### src/rtl/multi_ch_serializer_pkg.sv
// Shared types and sizing helpers for the multi-channel serializer.
package ser_pkg;

  localparam int unsigned MAX_NUM_CH = 16;
  localparam int unsigned MAX_WIDTH  = 32;

  typedef enum logic [2:0] {
    IDLE,
    HDR,
    DATA,
    PAR,
    GAP
  } ser_state_t;

  // Header width: a single channel still sends one header bit.
  function automatic int unsigned ch_width(input int unsigned n);
    return (n <= 1) ? 1 : $clog2(n);
  endfunction

endpackage

### src/rtl/multi_ch_serializer_if.sv
// Channel-word inputs and serial-frame outputs of the multi-channel serializer.
interface multi_ch_serializer_if #(
  parameter int unsigned NUM_CH = 4,
  parameter int unsigned WIDTH  = 8
);
  import ser_pkg::*;

  localparam int unsigned CH_W = ch_width(NUM_CH);

  logic [NUM_CH*WIDTH-1:0] data_in;
  logic [NUM_CH-1:0]       ch_en;
  logic                    serial_out;
  logic                    start;
  logic                    busy;
  logic                    frame_done;
  logic [CH_W-1:0]         cur_ch;

  modport master (
    output data_in, ch_en,
    input  serial_out, start, busy, frame_done, cur_ch
  );

  modport slave (
    input  data_in, ch_en,
    output serial_out, start, busy, frame_done, cur_ch
  );

endinterface

### src/rtl/multi_ch_serializer_rr_pick.sv
// Combinational round-robin picker: first enabled channel after the pointer, wrapping.
module rr_pick #(
  parameter int unsigned NUM_CH = 4,
  parameter int unsigned CH_W   = 2
) (
  input  logic [NUM_CH-1:0] i_ch_en,
  input  logic [CH_W-1:0]   i_ptr,
  output logic [CH_W-1:0]   o_grant,
  output logic              o_any_en
);

  int unsigned w_ptr;
  int unsigned w_best;
  int unsigned w_dist;

  always_comb begin
    w_ptr    = 32'(i_ptr);
    w_best   = NUM_CH + 1;
    w_dist   = 0;
    o_grant  = '0;
    o_any_en = |i_ch_en;
    // Distance from the pointer; the pointer's own channel is the farthest candidate.
    for (int unsigned k = 0; k < NUM_CH; k++) begin
      w_dist = (k > w_ptr) ? (k - w_ptr) : (k + NUM_CH - w_ptr);
      if (i_ch_en[k] && (w_dist < w_best)) begin
        w_best  = w_dist;
        o_grant = CH_W'(k);
      end
    end
  end

endmodule

### src/rtl/multi_ch_serializer.sv
// Time-multiplexes NUM_CH words onto one pin as header+data frames, MSB first.
// Optional SER_PARITY_EN adds an even-parity bit over header and data.
module multi_ch_serializer
  import ser_pkg::*;
#(
  parameter int unsigned NUM_CH = 4,
  parameter int unsigned WIDTH  = 8
) (
  input logic                  clk,
  input logic                  rst_n,
  multi_ch_serializer_if.slave bus
);

  localparam int unsigned CH_W    = ch_width(NUM_CH);
  localparam int unsigned CNT_MAX = (WIDTH > CH_W) ? WIDTH : CH_W;
  localparam int unsigned CNT_W   = ch_width(CNT_MAX);

  ser_state_t       r_state;
  logic [CH_W-1:0]  r_ptr;
  logic [CH_W-1:0]  r_hdr;
  logic [CH_W-1:0]  r_cur_ch;
  logic [WIDTH-1:0] r_shift;
  logic [CNT_W-1:0] r_cnt;
  logic             r_serial;
  logic             r_start;
  logic             r_busy;
  logic             r_frame_done;
`ifdef SER_PARITY_EN
  logic             r_par;
`endif

  logic [CH_W-1:0]  w_grant;
  logic             w_any_en;
  logic             w_pick;
  logic [WIDTH-1:0] w_word;

  rr_pick #(
    .NUM_CH (NUM_CH),
    .CH_W   (CH_W)
  ) u_rr_pick (
    .i_ch_en  (bus.ch_en),
    .i_ptr    (r_ptr),
    .o_grant  (w_grant),
    .o_any_en (w_any_en)
  );

  always_comb begin
    w_word = '0;
    for (int unsigned k = 0; k < NUM_CH; k++) begin
      if (w_grant == CH_W'(k)) begin
        w_word = bus.data_in[k*WIDTH +: WIDTH];
      end
    end
  end

  // ch_en only matters in the cycle a new frame is picked.
  assign w_pick = w_any_en && ((r_state == IDLE) || (r_state == GAP));

  always_ff @(posedge clk or negedge rst_n) begin
    if (!rst_n) begin
      r_state      <= IDLE;
      r_ptr        <= CH_W'(NUM_CH - 1);
      r_hdr        <= '0;
      r_cur_ch     <= '0;
      r_shift      <= '0;
      r_cnt        <= '0;
      r_serial     <= 1'b0;
      r_start      <= 1'b0;
      r_busy       <= 1'b0;
      r_frame_done <= 1'b0;
`ifdef SER_PARITY_EN
      r_par        <= 1'b0;
`endif
    end else begin
      r_start      <= 1'b0;
      r_frame_done <= 1'b0;
      if (w_pick) begin
        r_state  <= HDR;
        r_ptr    <= w_grant;
        r_cur_ch <= w_grant;
        r_hdr    <= w_grant << 1;
        r_shift  <= w_word;
        r_cnt    <= CNT_W'(CH_W - 1);
        r_serial <= w_grant[CH_W-1];
        r_start  <= 1'b1;
        r_busy   <= 1'b1;
`ifdef SER_PARITY_EN
        r_par    <= (^w_grant) ^ (^w_word);
`endif
      end else begin
        unique case (r_state)
          HDR: begin
            if (r_cnt == '0) begin
              r_state  <= DATA;
              r_cnt    <= CNT_W'(WIDTH - 1);
              r_serial <= r_shift[WIDTH-1];
              r_shift  <= r_shift << 1;
            end else begin
              r_cnt    <= r_cnt - 1'b1;
              r_serial <= r_hdr[CH_W-1];
              r_hdr    <= r_hdr << 1;
            end
          end
          DATA: begin
            if (r_cnt == '0) begin
`ifdef SER_PARITY_EN
              r_state      <= PAR;
              r_serial     <= r_par;
`else
              r_state      <= GAP;
              r_serial     <= 1'b0;
              r_frame_done <= 1'b1;
`endif
            end else begin
              r_cnt    <= r_cnt - 1'b1;
              r_serial <= r_shift[WIDTH-1];
              r_shift  <= r_shift << 1;
            end
          end
`ifdef SER_PARITY_EN
          PAR: begin
            r_state      <= GAP;
            r_serial     <= 1'b0;
            r_frame_done <= 1'b1;
          end
`endif
          GAP: begin
            r_state  <= IDLE;
            r_busy   <= 1'b0;
            r_serial <= 1'b0;
          end
          IDLE:    r_state <= IDLE;
          default: r_state <= IDLE;
        endcase
      end
    end
  end

  assign bus.serial_out = r_serial;
  assign bus.start      = r_start;
  assign bus.busy       = r_busy;
  assign bus.frame_done = r_frame_done;
  assign bus.cur_ch     = r_cur_ch;

endmodule

### src/flat_wrapper.sv
// flat-port wrapper written by rule: the top's interface ports become plain ports
module multi_ch_serializer_flat import ser_pkg::*;
#(
  parameter int unsigned NUM_CH = 4,
  parameter int unsigned WIDTH  = 8
)
  (clk, rst_n, bus_data_in, bus_ch_en, bus_serial_out, bus_start, bus_busy, bus_frame_done, bus_cur_ch);
  multi_ch_serializer_if #(.NUM_CH(NUM_CH), .WIDTH(WIDTH)) bus_i ();
  input logic clk;
  input logic rst_n;
  input wire logic [$bits(bus_i.data_in)-1:0] bus_data_in;
  input wire logic [$bits(bus_i.ch_en)-1:0] bus_ch_en;
  output wire logic [$bits(bus_i.serial_out)-1:0] bus_serial_out;
  output wire logic [$bits(bus_i.start)-1:0] bus_start;
  output wire logic [$bits(bus_i.busy)-1:0] bus_busy;
  output wire logic [$bits(bus_i.frame_done)-1:0] bus_frame_done;
  output wire logic [$bits(bus_i.cur_ch)-1:0] bus_cur_ch;
  assign bus_i.data_in = bus_data_in;
  assign bus_i.ch_en = bus_ch_en;
  assign bus_serial_out = bus_i.serial_out;
  assign bus_start = bus_i.start;
  assign bus_busy = bus_i.busy;
  assign bus_frame_done = bus_i.frame_done;
  assign bus_cur_ch = bus_i.cur_ch;
  multi_ch_serializer #(.NUM_CH(NUM_CH), .WIDTH(WIDTH)) u_core (.clk(clk), .rst_n(rst_n), .bus(bus_i));
endmodule
### config.mk
export PLATFORM = sky130hd
export DESIGN_NAME = multi_ch_serializer_flat
export DESIGN_NICKNAME = d
export VERILOG_FILES = /design/src/rtl/multi_ch_serializer_pkg.sv /design/src/rtl/multi_ch_serializer_if.sv /design/src/rtl/multi_ch_serializer_rr_pick.sv /design/src/rtl/multi_ch_serializer.sv /design/src/flat_wrapper.sv
export SDC_FILE = /design/constraint.sdc
export NUM_CORES = 1
export LEC_CHECK = 0
export ABC_AREA = 0
export BUFFER_PORTS_ARGS = -buffer_cell sky130_fd_sc_hd__buf_2
export CELL_PAD_IN_SITES_DETAIL_PLACEMENT = 1
export CELL_PAD_IN_SITES_GLOBAL_PLACEMENT = 2
export CORE_MARGIN = 2
export CORE_UTILIZATION = 36
export CTS_BUF_LIST = sky130_fd_sc_hd__clkbuf_2
export DETAILED_ROUTE_END_ITERATION = 10
export PLACE_DENSITY = 0.92
export SYNTH_ARGS = -nofsm -noshare
export SYNTH_HDL_FRONTEND = slang
export SYNTH_SLANG_ARGS = --single-unit
### constraint.sdc
create_clock -name clk -period 6.2 [get_ports clk]
set_clock_uncertainty 0.15 [all_clocks]
set_input_delay 1.55 -clock clk [delete_from_list [all_inputs] [get_ports clk]]
set_output_delay 1.55 -clock clk [all_outputs]
set_load 0.05 [all_outputs]
# [After elaboration in Yosys (flattened, before gate mapping)]
# Index checks and enable logic that the tools add are counted.
[word_totals] reg_bits=24 latch_bits=0 ram_bits=0 romBits=0 input_bits=38 out_inout_bits=6 elab_cells=91 memories=0
[op_classes] add_sub_neg=8 multipliers=0 div_mod_pow=0 magnitude_cmp=7 n_eq_ne=10 shifts=0 mux=38 bitwise_logic=0 n_reduce_logical=18
[ops] cell="two-way mux 32 bit" count=6
[ops] cell="< comparator 32 bit" count=3
[ops] cell="two-way mux 8 bit" count=7
[ops] cell="< comparator 32 x 3 -> 1 bit (second input constant)" count=1
[ops] cell="two-way mux 3 bit" count=6
[ops] cell="one-hot mux 8 bit (2 select lines)" count=1
[ops] cell="subtractor 3 x 2 -> 4 bit (first input constant)" count=4
[ops] cell="one-hot mux 3 bit (2 select lines)" count=2
[ops] cell="two-way mux 1 bit" count=10
[ops] cell="two-way mux 2 bit" count=5
[ops] cell="logical NOT 3 bit" count=2
[ops] cell="!= test 3 x 1 -> 1 bit (second input constant)" count=2
[ops] cell="AND reduction 2 bit" count=3
[ops] cell="subtractor 2 x 2 -> 3 bit (first input constant)" count=2
[ops] cell="logical AND 1 bit" count=5
[ops] cell="== test 2 bit (second input constant)" count=2
[ops] cell="> comparator 2 bit (first input constant)" count=2
[ops] cell="nonzero test 2 bit" count=2
[ops] cell="nonzero test 4 bit" count=1
[ops] cell="OR reduction 4 bit" count=1
[ops] cell="== test 3 x 1 -> 1 bit (second input constant)" count=1
[ops] cell="== test 3 x 2 -> 1 bit (second input constant)" count=1
[ops] cell="== test 3 bit (second input constant)" count=1
[ops] cell="!= test 3 x 2 -> 1 bit (second input constant)" count=1
[ops] cell="other kinds (10)" count=10

# [Depth between registers and ports, before layout]
# Gate-level depths: netlist (run 1).
[depth] ltp_word=19 ltp_mapped=20 depth_no_buf=18

# [By module]
# A second synthesis (run 1) with hierarchy kept.
[hier_totals] hier_cells=173 area_unflattened_um2=1739.2
[by_module_without_submodules] module="multi_ch_serializer" n_inst=1 cells_per_inst=127 area_each_um2=1353.8 seq_area_each_um2=578.1
[by_module_without_submodules] module="rr_pick" n_inst=1 cells_per_inst=46 area_each_um2=385.4 seq_area_each_um2=0.0

# [Worst setup path after synthesis (run 1)]
# OpenSTA, ideal clock, no wires.
[synth_timing] path_kind="input to register" start="in bus_ch_en[1]" end="reg u_core.r_shift[0]" setup_time_ns=0.130 t_arrival_ns=4.478 t_required_ns=5.920 setup_slack_ns=1.442 path_stages=18 n_path_buf=3 cell_sequence="buf_4 nand2b_1 o21ai_0 a21oi_1 ha_1 a21o_1 a2111oi_4 a21oi_4 buf_6 nand2_1 o21ai_0 ha_1 nor2b_1 o21ai_0 nand2_1 clkbuf_1 a311oi_1 o22ai_1"
[synth_via] elab_chain_len=14 elab_cells_between_ends=25 cone_classes="order compare: 2; eq/ne: 5; mux: 10; reduce/logical: 8"
[synth_lines] element="start: declaration" line="flat_wrapper.sv:12" rtl="input wire logic [$bits(bus_i.ch_en)-1:0] bus_ch_en;"
[synth_lines] element="logical AND 1 bit" line="multi_ch_serializer_rr_pick.sv:25" rtl="if (i_ch_en[k] && (w_dist < w_best)) begin"
[synth_lines] element="two-way mux 32 bit" line="multi_ch_serializer_rr_pick.sv:25"
[synth_lines] element="< comparator 32 bit" line="multi_ch_serializer_rr_pick.sv:25"
[synth_lines] element="logical AND 1 bit" line="multi_ch_serializer_rr_pick.sv:25"
[synth_lines] element="two-way mux 32 bit" line="multi_ch_serializer_rr_pick.sv:25"
[synth_lines] element="< comparator 32 bit" line="multi_ch_serializer_rr_pick.sv:25"
[synth_lines] element="logical AND 1 bit" line="multi_ch_serializer_rr_pick.sv:25"
[synth_lines] element="two-way mux 2 bit" line="multi_ch_serializer_rr_pick.sv:25"
[synth_lines] element="logical NOT 2 bit" line="multi_ch_serializer.sv:50" rtl="if (w_grant == CH_W'(k)) begin"
[synth_lines] element="two-way mux 8 bit (4 in series)" line="multi_ch_serializer.sv:50"
[synth_lines] element="two-way mux 8 bit" line="multi_ch_serializer.sv:77" rtl="if (w_pick) begin"
[synth_lines] element="end signal: assignment" line="multi_ch_serializer.sv:82" rtl="r_shift <= w_word;"
[synth_lines] element="end signal: assignment" line="multi_ch_serializer.sv:97" rtl="r_shift <= r_shift << 1;"
[synth_lines] element="end signal: assignment" line="multi_ch_serializer.sv:117" rtl="r_shift <= r_shift << 1;"
[synth_lines] element="end: declaration" line="multi_ch_serializer.sv:22" rtl="logic [WIDTH-1:0] r_shift;"
# Parallel ways exist; a longest one is shown, timed or not.
# A chain may end at the register's enable or synchronous reset.

# [Final worst setup path (run 1)]
[layout_timing] start="in bus_ch_en[1]" end="reg u_core.r_shift[6]"
# Same word-level chain as after synthesis.

==> results of run 1 <==
## stage by stage
| step | utilization, % | total power [W] | cell area [µm²] | setup WS [ps] | hold slack (ps) |
|---|---|---|---|---|---|
| floorplan | - | 0.0009560 | 1953 | 1442 | 330.6 |
| global placement | 42.36 | 0.001099 | 2191 | 972.7 | 312.3 |
| detailed placement | 42.36 | 0.001123 | 2191 | 885.4 | 323.1 |
| CTS | 42.74 | 0.001187 | 2211 | 1284 | 374.9 |
| global route | 42.74 | 0.001310 | 2211 | 1040 | 417.6 |
| finish | 42.74 | 0.001180 | 2211 | 1270 | 366.7 |
## power by group through the flow
stage / sequential [W] / clock (W) / combinational [W]
2_1_floorplan: 0.000309 / 0 / 0.000647
3_3_place_gp: 0.000291 / 0 / 0.000808
3_5_place_dp: 0.000293 / 0 / 0.000830
4_1_cts: 0.000290 / 0.0000636 / 0.000833
5_1_grt: 0.000301 / 0.0000724 / 0.000936
6_report: 0.000290 / 0.0000614 / 0.000828
## layout by cell type (no fill, tap or decap), types with 3 or more instances in the layout
master / netlist / layout
inv_1: 11 / 11
nor2b_1: 5 / 5
a21boi_0: 6 / 6
nand2_1: 15 / 15
o22ai_1: 7 / 7
nand2b_1: 4 / 4
o21ai_0: 9 / 9
mux2_2: 9 / 9
o221ai_1: 8 / 8
buf_2: 4 / 43
clkbuf_2: 0 / 3
ha_1: 15 / 15
a21oi_1: 15 / 15
dfrtp_1: 21 / 21
nor2_1: 46 / 46
## area by class of cell
cell class | instances | area share (%)
Clock inverter | 1 | 0.2264
Sequential cell | 23 | 26.15
Inverter | 11 | 1.868
Tap cell | 70 | 3.962
Timing Repair Buffer | 43 | 9.734
Multi-Input combinational cell | 182 | 57.39
Clock buffer | 3 | 0.6791
## tightest hold or removal path: cells and delay by family (launching register included)
family           cells  cell delay, ps
flip-flops           1             400
AND/OR/NAND/NOR      2             100
## metal layers
layer / part of all wire [%] / routed length [µm] / global-route usage (%)
met1: 52 / 2610 / 26.00
met2: 43 / 2173 / 27.67
met3: 4.1 / 208 / 2.791
met4: 0.68 / 34 / 3.750
met5: 0 / 0 / 0
## kinds of logic after synthesis
| group | after synthesis | synth area share [%] |
|---|---|---|
| other | 1 | 0.1924 |
| AOI/OAI and AO/OA | 72 | 29.01 |
| adders and majority gates | 15 | 9.628 |
| buffers and inverters | 22 | 5.456 |
| DFF | 23 | 29.65 |
| muxes | 9 | 5.199 |
| and+or+nand+nor | 84 | 20.86 |
## sequential cells by signal, indices dropped and copies added (netlist names)
| register | count |
|---|---|
| u_core.bus.frame_done | 1 |
| u_core.r_shift | 8 |
| u_core.bus.busy | 1 |
| u_core.bus.start | 1 |
| u_core.r_state | 3 |
| u_core.bus.cur_ch | 2 |
| u_core.r_cnt | 3 |
| u_core.r_ptr | 2 |
| u_core.r_hdr | 1 |
| u_core.bus.serial_out | 1 |
## final timing paths
kind / start / to / slack [ps] / cells past startpoint
max: bus_ch_en[1] / u_core.r_shift[6]$_DFFE_PN0P_ / 1270 / 17
min: u_core.bus.busy$_DFFE_PN0P_ / u_core.bus.busy$_DFFE_PN0P_ / 370 / 2
max reg2reg: u_core.r_ptr[1]$_DFFE_PN1P_ / u_core.r_shift[6]$_DFFE_PN0P_ / 1530 / 18
min reg2reg: u_core.bus.busy$_DFFE_PN0P_ / u_core.bus.busy$_DFFE_PN0P_ / 370 / 2
max in group asynchronous: rst_n / u_core.r_ptr[0]$_DFFE_PN1P_ / 4520 / 1
min in group asynchronous: rst_n / u_core.bus.busy$_DFFE_PN0P_ / 990 / 1
==> results.yml, run 1 <==
drt:
  ant_nets: 0
  drtIter0Drc: 68
  via_per_inst: 5.252
  wl_per_cell_um: 15.09
  drt-total-wl_um: 5025
  drc: 0
  firstDrtPassIters: 4
  num_vias: 1749
power:
  power.density_nw_per_um2: 533.5
  combPwrFrac_pct: 70.2
  internal_power_w: 0.0005508
  leakage_nw: 0.9732
  pwr-share-clk_pct: 5.2
  irDropWorstVdd_mv: 0.2229
  p_sw_w: 0.0006288
  switching_share_pct: 53.31
  p_seq_share_pct: 24.6
setup_path:
  setup.worst_path.end_class: "flip-flop"
  critPathKind: "input pin to flip-flop"
  cp_max_fo: 16
  cp.required_ps: 6310
  path_cells: "buf_2 -> nand2b_1 -> o21ai_0 -> a21oi_1 -> ha_1 -> a21o_1 -> a2111oi_4 -> a21oi_4 -> nand2_1 -> o21ai_0 -> ha_1 -> nor2b_1 -> o21ai_0 -> nand2_1 -> a21o_2 -> o221ai_2 -> o22ai_2"
  cp_top_family: "compound AO/OA/AOI/OAI gates"
  critPathLaunchType: "input pin"
  crit_top_cell: "o21ai_0"
  cpPeakStageDelay_ps: 410
  path_buf_inv: 1
  cp_slowest_cell: "a2111oi_4"
  crit_arrival_ps: 5040
clocking:
  cts_resized: 0
  cts_max_path_buffers: 2
  cts_setup_buffers: 0
  htreeDepth: 1
  clk_pin_slew_ps: 240
  cts-root-buf: "clkbuf_2"
  cts_made_buffers: 3
  cts_tree: "built"
  clk_latency_ps: 340
  cts_hold_buf: 0
  cts.sinks: 23
place:
  placed_cells: 329
  gp_congestion: 0.7992
  dp_hpwl_um: 3928
  portBuffers: 43
status:
  status: "completed"
global_route:
  grt_overflow: 0
  grt_pass1_vias: 1796
  grt_first_pass_wirelength_um: 8811
  grt_usage_pct: 17.79
  antenna_found_initial: 0
  grt_max_degree: 24
synth:
  synthesis.area_um2: 1949
  synthTopCellsByCount: "46 x nor2_1, 21 x dfrtp_1, 15 x a21oi_1, 15 x ha_1, 15 x nand2_1"
  asyncSetResetFlopFracSynth_pct: 100.0
  syn_area_per_cell_um2: 8.626
  yosysMostFrequentCell: "nor2_1"
  synth_top_area_cell: "dfrtp_1"
  synth_seq_cells: 23
  synth_edf_count: 0
  synth_top_area_share_pct: 26.96
  synth_flop_cell: "dfrtp_1"
  netlist_instances: 226
  ys.warnings.count: 0
  seq_area_frac_synth_pct: 29.65
  synth_cell_types: 53
  synth_area_leaders: "dfrtp_1 27%, ha_1 9.6%, nor2_1 8.9%"
flow_run:
  maxCapViolCount: 0
floorplanning:
  dieArea_um2: 6019
  start_util_pct: 37.69
  ioPinCount: 44
  num_rows: 26
  die_y_um: 77.59
  core_area_um2: 5172
  fp.dieW_um: 77.59
timing:
  hold_violations: 0
  timing.final.crit_share_pct: 79.52
  maxSlewViolCount: 0
  grt_setup_unrepaired: "no"
  setup_viol: 0
  fin_crit_ps: 4930
  fin_setup_tns_ps: 0
  fmax_mhz: 202.8
  slew-limit-headroom_pct: 45.70
  worst_pin_slew_ps: 811.8
final_layout:
  multi_input_area_um2: 1269
  drive_above_1_share_pct: 28.52
  fin_cells: 333
  areaGrowthSynthToFinish_pct: 13.41
  nets: 317
  nFillCells: 648
  regArea_um2: 578.1
  insertedDiodeCount: 0
min_path:
  hold_path_class: "flip-flop to flip-flop"
No activity file was read; power rests on OpenSTA's default activity.
==> inputs of run 2 (changes only) <==
CORE_UTILIZATION = 30   (was 36)
PLACE_DENSITY = 0.83   (was 0.92)
clock period = 4 ns   (was 6.2 ns; I/O delays follow)
==> run 2 against run 1 <==
Effect of this change: routed wire length increased by 15%; sequential cell count unchanged; power increased by 96%; cell area increased by 16%; critical endpoint is now u_core.r_shift[5]$_DFFE_PN0P_; highest routed layer unchanged.
==> results.yml, run 2 (synthesis results as in run 1) <==
timing:
  timing.final.crit_share_pct: 97.65
  fmax_mhz: 256.0
  slew-limit-headroom_pct: 62.80
  grt_setup_unrepaired: "yes"
  worst_pin_slew_ps: 556.2
  setup_viol: 0
  hold_violations: 0
  maxSlewViolCount: 0
  whs_ps: 356.4
  fin_setup_tns_ps: 0
  fin_crit_ps: 3906
power:
  leakage_nw: 1.107
  power.density_nw_per_um2: 901.2
  irDropWorstVdd_mv: 0.3518
flow_run:
  maxCapViolCount: 0
global_route:
  grt_usage_pct: 16.31
  grt_pass1_vias: 1974
  grt_first_pass_wirelength_um: 9535
  grt_overflow: 0
  antenna_found_initial: 0
  grt_max_degree: 24
clocking:
  cts_tree: "built"
  cts_made_buffers: 3
  cts_hold_buf: 0
  htreeDepth: 1
  clk_latency_ps: 340
  cts.sinks: 23
  cts-root-buf: "clkbuf_2"
  cts_max_path_buffers: 2
  clk_pin_slew_ps: 220
place:
  gp_congestion: 0.7729
  portBuffers: 43
  dp_hpwl_um: 4431
drt:
  via_per_inst: 5.146
  drtIter0Drc: 24
  drt-total-wl_um: 5802
  num_vias: 1868
  firstDrtPassIters: 4
  wl_per_cell_um: 15.98
  drc: 0
  ant_nets: 0
setup_path:
  critPathLaunchType: "flip-flop"
  cp.required_ps: 4110
  critPathKind: "flip-flop to flip-flop"
  crit_arrival_ps: 4020
  cp_max_fo: 7
  setup.worst_path.end_class: "flip-flop"
status:
  status: "completed"
final_layout:
  insertedDiodeCount: 0
  nFillCells: 774
  final_cell_mix: "45 x nor2_1, 43 x buf_2, 21 x dfrtp_1"
  regArea_um2: 578.1
  nets: 340
  areaGrowthSynthToFinish_pct: 31.84
  largest_reg_flops: 8
  top_regs: "u_core.r_shift: 8 flops, u_core.r_cnt: 3 flops, u_core.r_state: 3 flops"
  top_register: "u_core.r_shift"
  multi_input_area_um2: 1441
  layout_commonest_cell: "nor2_1"
  drive_above_1_share_pct: 44.76
min_path:
  hold_path_class: "flip-flop to flip-flop"
floorplanning:
  core_area_um2: 6314
  dieArea_um2: 7159
  start_util_pct: 30.88
  num_rows: 29
  die_y_um: 84.61
  ioPinCount: 44
  fp.dieW_um: 84.61
## run 2: final cells by class
type | instances | share of cell area [%]
clock buffers | 4 | 0.7790
inverters | 11 | 1.801
multi-input cells | 183 | 56.09
flip-flops and latches | 23 | 22.49
well taps | 77 | 3.749
repair buffers | 65 | 15.09
## run 2: through the flow
step / setup WS (ps) / std cells / util, % / power [W] / cell area (µm²)
2_1_floorplan: 6.056 / 227 / - / 0.001502 / 1971
3_3_place_gp: -207.8 / 353 / 36.92 / 0.001870 / 2331
3_5_place_dp: -268.3 / 353 / 36.92 / 0.001921 / 2331
4_1_cts: 13.15 / 358 / 38.19 / 0.002108 / 2411
5_1_grt: -105.5 / 363 / 40.71 / 0.002541 / 2570
6_report: 93.82 / 363 / 40.71 / 0.002316 / 2570
## run 2: power by group
group,total [W],internal [W],switching (W)
logic,0.00179,0.000796,0.000992
registers,0.000433,0.000337,0.0000963
clock network,0.0000953,0.0000264,0.0000689
total,0.00232,0.00116,0.00116
## run 2: timing repair
item,4_1_cts,5_1_grt
resized for setup,13,26
setup endpoints to repair,11,14
pin swaps,7,20
buffers inserted,1,4
gates cloned,0,1
## run 2: critical path, cell delays in order, from the launching register on
cell and delay [ps]:
dfstp_2 610, inv_4 60, ha_2 190, nand2b_4 150
a21oi_2 140, a21oi_2 50, ha_1 300, a21o_1 210
a2111oi_4 340, a21oi_4 110, nand2_1 90, o21ai_2 60
ha_1 310, nor2b_2 170, o21ai_2 180, nand2_2 100
buf_6 160, a21oi_1 150, o221ai_1 140, o22ai_2 170
## run 2: routing by layer
| layer | share of wire (%) | track usage (%) |
|---|---|---|
| met3 | 3.0 | 1.967 |
| met4 | 0.62 | 3.175 |
| met2 | 51 | 29.21 |
| met5 | 0 | 0 |
| met1 | 46 | 21.16 |
## run 2: path summary, 6_finish.rpt
kind,startpoint,endpoint,slack (ps),cells past startpoint
max,u_core.r_ptr[0]$_DFFE_PN1P_,u_core.r_shift[5]$_DFFE_PN0P_,90,19
min,u_core.bus.busy$_DFFE_PN0P_,u_core.bus.busy$_DFFE_PN0P_,360,2
max reg2reg,u_core.r_ptr[0]$_DFFE_PN1P_,u_core.r_shift[5]$_DFFE_PN0P_,90,19
min reg2reg,u_core.bus.busy$_DFFE_PN0P_,u_core.bus.busy$_DFFE_PN0P_,360,2
max in group asynchronous,rst_n,u_core.r_ptr[0]$_DFFE_PN1P_,2900,1
min in group asynchronous,rst_n,u_core.r_cnt[0]$_DFFE_PN0P_,440,1
